$ cat src/rtl/blockade_pkg.sv
// blockade_pkg: shared FSM states, ioctl indices, config addresses and game modes
package blockade_pkg;
    typedef enum logic [2:0] {BOOT, LOAD, DRAIN, HOLD, RUN} state_t;
    localparam logic [7:0] IDX_ROM = 8'd0;
    localparam logic [7:0] IDX_CFG = 8'd1;
    localparam logic [24:0] CFG_ADDR_MODE = 25'd0;
    localparam logic [24:0] CFG_ADDR_OVERLAY = 25'd1;
    localparam logic [1:0] GM_BLOCKADE = 2'd0;
    localparam logic [1:0] GM_COMOTION = 2'd1;
    localparam logic [1:0] GM_HUSTLE = 2'd2;
    localparam logic [1:0] GM_BLASTO = 2'd3;
endpackage

$ cat src/rtl/blockade_loader_wr.sv
// blockade_loader_wr: ROM write pulse engine with a 1-deep skid buffer and HPS wait
module blockade_loader_wr #(
    parameter int WR_CYCLES = 2
) (
    input  logic        i_clk,
    input  logic        i_reset,
    input  logic        i_stb,
    input  logic [13:0] i_addr,
    input  logic [7:0]  i_data,
    output logic [13:0] o_dn_addr,
    output logic [7:0]  o_dn_data,
    output logic        o_dn_wr,
    output logic        o_wait,
    output logic        o_loaded,
    output logic        o_error,
    output logic        o_idle
);
    localparam int CW = $clog2(WR_CYCLES) + 1;
    logic [CW-1:0] r_cnt;
    logic          r_buf_v;
    logic [13:0]   r_buf_addr;
    logic [7:0]    r_buf_data;
    logic          w_free, w_take_buf, w_take_stb, w_buf_v_next;
    // The engine is free when idle or on the last cycle of a pulse; the buffer always has priority
    always_comb begin
        w_free       = !o_dn_wr || r_cnt == '0;
        w_take_buf   = w_free && r_buf_v;
        w_take_stb   = i_stb && !o_dn_wr && !r_buf_v;
        w_buf_v_next = r_buf_v ? !w_free : (i_stb && o_dn_wr);
        o_idle       = !o_dn_wr && !r_buf_v;
    end
    // Pulse engine, buffer capture, sticky flags; wait covers buffer-full cycles plus the drain cycle
    always_ff @(posedge i_clk) begin
        if (i_reset) begin
            r_cnt      <= '0;
            r_buf_v    <= 1'b0;
            r_buf_addr <= '0;
            r_buf_data <= '0;
            o_dn_addr  <= '0;
            o_dn_data  <= '0;
            o_dn_wr    <= 1'b0;
            o_wait     <= 1'b0;
            o_loaded   <= 1'b0;
            o_error    <= 1'b0;
        end else begin
            r_buf_v <= w_buf_v_next;
            o_wait  <= w_buf_v_next || r_buf_v;
            if (i_stb && o_dn_wr && !r_buf_v) begin
                r_buf_addr <= i_addr;
                r_buf_data <= i_data;
            end
            if (i_stb && r_buf_v)
                o_error <= 1'b1;
            if (w_take_buf || w_take_stb) begin
                o_dn_wr   <= 1'b1;
                r_cnt     <= CW'(WR_CYCLES - 1);
                o_dn_addr <= w_take_buf ? r_buf_addr : i_addr;
                o_dn_data <= w_take_buf ? r_buf_data : i_data;
                o_loaded  <= 1'b1;
            end else if (o_dn_wr) begin
                if (r_cnt == '0)
                    o_dn_wr <= 1'b0;
                else
                    r_cnt <= r_cnt - 1'b1;
            end
        end
    end
endmodule

$ cat src/rtl/blockade_loader.sv
// blockade_loader: ioctl download sequencer, config latches and core reset owner
module blockade_loader
    import blockade_pkg::*;
#(
    parameter int ROM_SIZE      = 16384,
    parameter int WR_CYCLES     = 2,
    parameter int RESET_STRETCH = 16
) (
    input  logic        i_clk,
    input  logic        i_reset,
    input  logic        i_user_reset,
    input  logic        i_ioctl_download,
    input  logic        i_ioctl_wr,
    input  logic [24:0] i_ioctl_addr,
    input  logic [7:0]  i_ioctl_dout,
    input  logic [7:0]  i_ioctl_index,
    output logic        o_ioctl_wait,
    output logic [13:0] o_dn_addr,
    output logic [7:0]  o_dn_data,
    output logic        o_dn_wr,
    output logic [1:0]  o_game_mode,
    output logic [1:0]  o_overlay_type,
    output logic        o_core_reset,
    output logic        o_rom_loaded,
    output logic        o_load_error
);
    localparam int HW = $clog2(RESET_STRETCH) + 1;
    state_t        r_state, w_next;
    logic [HW-1:0] r_hold;
    logic          w_dl_ok, w_rom_stb, w_cfg_stb, w_idle;
    // Strobe qualification and next-state logic
    always_comb begin
        w_dl_ok   = i_ioctl_download && (i_ioctl_index == IDX_ROM || i_ioctl_index == IDX_CFG);
        w_rom_stb = i_ioctl_download && i_ioctl_wr && i_ioctl_index == IDX_ROM && i_ioctl_addr < 25'(ROM_SIZE);
        w_cfg_stb = i_ioctl_download && i_ioctl_wr && i_ioctl_index == IDX_CFG;
        w_next    = r_state;
        case (r_state)
            BOOT:    w_next = w_dl_ok ? LOAD : BOOT;
            LOAD:    w_next = i_ioctl_download ? LOAD : DRAIN;
            DRAIN:   w_next = w_idle ? HOLD : DRAIN;
            HOLD:    w_next = (r_hold == '0 && !i_user_reset) ? (o_rom_loaded ? RUN : BOOT) : HOLD;
            RUN:     w_next = w_dl_ok ? LOAD : (i_user_reset ? HOLD : RUN);
            default: w_next = BOOT;
        endcase
    end
    // State register, registered core reset and reset-stretch counter (preloaded outside HOLD)
    always_ff @(posedge i_clk) begin
        if (i_reset) begin
            r_state      <= BOOT;
            o_core_reset <= 1'b1;
            r_hold       <= HW'(RESET_STRETCH - 1);
        end else begin
            r_state      <= w_next;
            o_core_reset <= w_next != RUN;
            if (r_state != HOLD || i_user_reset)
                r_hold <= HW'(RESET_STRETCH - 1);
            else if (r_hold != '0)
                r_hold <= r_hold - 1'b1;
        end
    end
    // Config bytes latch mode and overlay directly, bypassing the write engine
    always_ff @(posedge i_clk) begin
        if (i_reset) begin
            o_game_mode    <= GM_BLOCKADE;
            o_overlay_type <= '0;
        end else if (w_cfg_stb) begin
            if (i_ioctl_addr == CFG_ADDR_MODE)
                o_game_mode <= i_ioctl_dout[1:0];
            if (i_ioctl_addr == CFG_ADDR_OVERLAY)
                o_overlay_type <= i_ioctl_dout[1:0];
        end
    end
    blockade_loader_wr #(.WR_CYCLES(WR_CYCLES)) u_wr (
        .i_clk    (i_clk),
        .i_reset  (i_reset),
        .i_stb    (w_rom_stb),
        .i_addr   (i_ioctl_addr[13:0]),
        .i_data   (i_ioctl_dout),
        .o_dn_addr(o_dn_addr),
        .o_dn_data(o_dn_data),
        .o_dn_wr  (o_dn_wr),
        .o_wait   (o_ioctl_wait),
        .o_loaded (o_rom_loaded),
        .o_error  (o_load_error),
        .o_idle   (w_idle)
    );
endmodule

$ cat config.mk
export PLATFORM = sky130hd
export DESIGN_NAME = blockade_loader
export DESIGN_NICKNAME = d
export VERILOG_FILES = /design/src/rtl/blockade_pkg.sv /design/src/rtl/blockade_loader_wr.sv /design/src/rtl/blockade_loader.sv
export SDC_FILE = /design/constraint.sdc
export NUM_CORES = 1
export LEC_CHECK = 0
export BUFFER_PORTS_ARGS = -buffer_cell sky130_fd_sc_hd__buf_2
export CORE_UTILIZATION = 35
export CTS_BUF_LIST = sky130_fd_sc_hd__clkbuf_8
export DETAILED_ROUTE_END_ITERATION = 8
export SYNTH_ARGS = -nofsm -noshare
export SYNTH_HDL_FRONTEND = slang
export SYNTH_SLANG_ARGS = --single-unit
$ cat constraint.sdc
create_clock -name i_clk -period 2.8 [get_ports i_clk]
set_input_delay 0.28 -clock i_clk [delete_from_list [all_inputs] [get_ports i_clk]]
set_output_delay 0.28 -clock i_clk [all_outputs]
set_load 0.1 [all_outputs]
==> flow_summary.ini <==
[sta]
worstMarginPinSlew_ns = 0.981
max_freq_ghz = 0.455
skew_ns = 0.00791
finalMaxSlewViolations = 0
hold_viol_final = 0
rsz0062_at_grt = no
period_share_pct = 78.5
setup_tns_ns = 0
maxSlewHeadroom_pct = 34.6
finalSetupViolCount = 0
layout_setup_ws_ns = 0.602
fin_crit_ns = 2.20

[worst_setup_path]
path_cells = inv_1 -> ha_1 -> nand2b_1 -> nand2_1 -> o31a_1 -> buf_4 -> mux2i_1
critical_path_depth = 7
r2r-start = u_wr.r_cnt[0]
path_class = reg2reg
critPathCaptureType = flop
cp_max_fo = 17
rrSetupSlack_ns = 0.60
critPathArrivalTime_ns = 2.47
critPathSlowestCell = o31a_1
worstPathRequired_ns = 3.07
max_stage_delay_ns = 0.79
startpoint = u_wr.r_cnt[0]
reg2reg_depth = 7
cp.buffers_inverters = 2
critical_path.top_delay_family = compound AO/OA/AOI/OAI gates
start_kind = flop

[floorplanning]
die_area_um2 = 10100
die_h_um = 100
die_x_um = 100
coreArea_um2 = 9280
placementRows = 35
initial_utilization_pct = 36.5
io_pins = 77

[routing]
viasPerCell = 5.31
route.detailed.drc = 0
drtIter0Drc = 150
routed_wl_um = 8660
dr_total_vias = 3031
avgRoutedWirePerCell_um = 15.2
dr.pass1.iters = 4
ant_nets = 0

[yosys]
synth_enable_flop_cells = 0
syn_nets = 426
yosysUniqueCellTypes = 45
avgSynthCellArea_um2 = 8.98
synthCells = 377
synth_top_cell_area_share_pct = 37.9
ys_warn_count = 0
yosysTopAreaCell = dfxtp_1
ys.flop_type = dfxtp_1
yosys_register_bits = 64
synth-async-reset-ratio_pct = 0
ys_top_cells_by_area = dfxtp_1 38%, mux2i_1 7.4%, nand2b_1 5.7%
synth-seq-area-share_pct = 37.9
syn-cell-area_um2 = 3380

[clock_network]
clockBufferDepth = 2
cts_tree = built
insertion_delay_ns = 0.34
cts_root_buffer = clkbuf_8
numCtsBuffers = 9
htreeDepth = 3
path_clk_slew_ns = 0.07
postCtsResizedCells = 0
postCtsSetupRepairBufs = 0
cts_num_sinks = 64
cts_hold_buf = 0

[place]
dp_cells = 555
gp_congestion = 0.740
dpl_worst_slack_ns = 0.562
place_hpwl_um = 5550
port_buffers = 76

[grt]
grt-ovfl-total = 0
grt_max_degree = 62
grt_use_total_pct = 17.9
grt_antenna_before_repair = 0
grt_pass1_wl_um = 14200
grt_pass1_vias = 2823

[min_path]
min_path_cells = 3
hold_start = i_ioctl_dout[4]
holdCritPathClass = in2reg

[layout]
final_util_pct = 43.7
drive_gt1_share_pct = 25.3
instances_no_fill = 571
layout_common_cells = 76 x buf_2, 64 x dfxtp_1, 31 x nand2b_1, 29 x a21oi_1, 25 x mux2i_1
area_growth_pct = 19.8
nFillCells = 932
final_common_cell = buf_2
nNetsFinal = 486
diodes = 0

[outcome]
outcome = complete, no violations

[power_and_ir_drop]
powerDensity_nw_per_um2 = 463
p_leak_nw = 1.82
total_power_w = 0.00188
vdd_drop_max_mv = 0.180

[flow_run]
cap_violations = 0
## state kept, by name, indices dropped and copies added, names as in the netlist, 2 cells and up
name / cells
r_state: 3
u_wr.r_cnt: 2
r_hold: 5
u_wr.o_dn_data: 8
u_wr.o_dn_addr: 14
u_wr.r_buf_data: 8
u_wr.r_buf_addr: 14
o_overlay_type: 2
o_game_mode: 2
## cell families after synthesis
kind of cell / Yosys count / synth area share (%)
compound gates: 106 / 21.4
xor+xnor: 5 / 1.29
fa+ha+maj: 3 / 1.11
buf+inv: 45 / 5.84
flops: 64 / 37.9
mux: 26 / 7.73
simple gates: 128 / 24.8
## path summary, 6_finish.rpt
kind | endpoint
setup / recovery | u_wr.o_dn_addr[3]
hold / removal | u_wr.r_buf_data[4]
hold reg to reg | u_wr.r_buf_addr[3]
setup reg to reg | u_wr.o_dn_addr[3]
## power by group
| part | leakage [nW] | internal [W] | switching (W) |
|---|---|---|---|
| combinational | 1.19 | 0.0000540 | 0.0000557 |
| clock | 0.117 | 0.000504 | 0.000352 |
| sequential | 0.515 | 0.000910 | 0.000000243 |
| total | 1.82 | 0.00147 | 0.000408 |
## per-layer routing
metal	part of all wire [%]	GRT usage, %	vias to the layer above	wire [um]
li1	-	-	1505	-
met1	50	25.2	1428	4310
met2	43	26.0	90	3710
met3	5.9	4.18	8	511
met4	1.5	7.69	0	127
met5	0	0	-	0
## synthesized netlist by cell type (2+ instances only)
cell type  number
dfxtp_1        64
a21oi_1        29
nor2_1          8
a31oi_1         3
buf_6           3
o31ai_1        23
mux2i_1        25
nand2_1         7
o21ai_0         2
nor4_1          4
a21boi_0       21
or3_1           2
clkbuf_1       29
and3_1         23
inv_1           7
nor3_1          6
nand3_1         5
buf_2           5
nand2b_1       31
ha_1            3
xnor2_1         4
nor4_4          2
nor3b_1         2
and4b_1         2
or2_2           2
o21bai_1       22
nor2b_1         2
nand4_1        23
nand3b_1        2
## worst reg2reg max path, cell delays in order, from the launching register on
cell and delay (ns):
dfxtp_1 0.31, inv_1 0.06, ha_1 0.19, nand2b_1 0.15, nand2_1 0.10, o31a_1 0.79, buf_4 0.33, mux2i_1 0.19
## through the flow
step                area (um2)  hold slack (ns)
global route              4060            0.195
CTS                       4060            0.198
global placement          3840            0.446
detailed placement        3840            0.453
finish                    4060            0.207
floorplan                 3380            0.434
## area by class of cell
cell class	count	area, um2	share of cell area [%]
Multi-Input combinational cell	268	1910	47.0
Inverter	7	26.3	0.648
Clock inverter	3	38.8	0.956
Timing Repair Buffer	87	463	11.4
Sequential cell	64	1280	31.6
Clock buffer	13	179	4.41
Tap cell	129	161	3.98
Note: power is estimated with default switching activity, not from simulation.
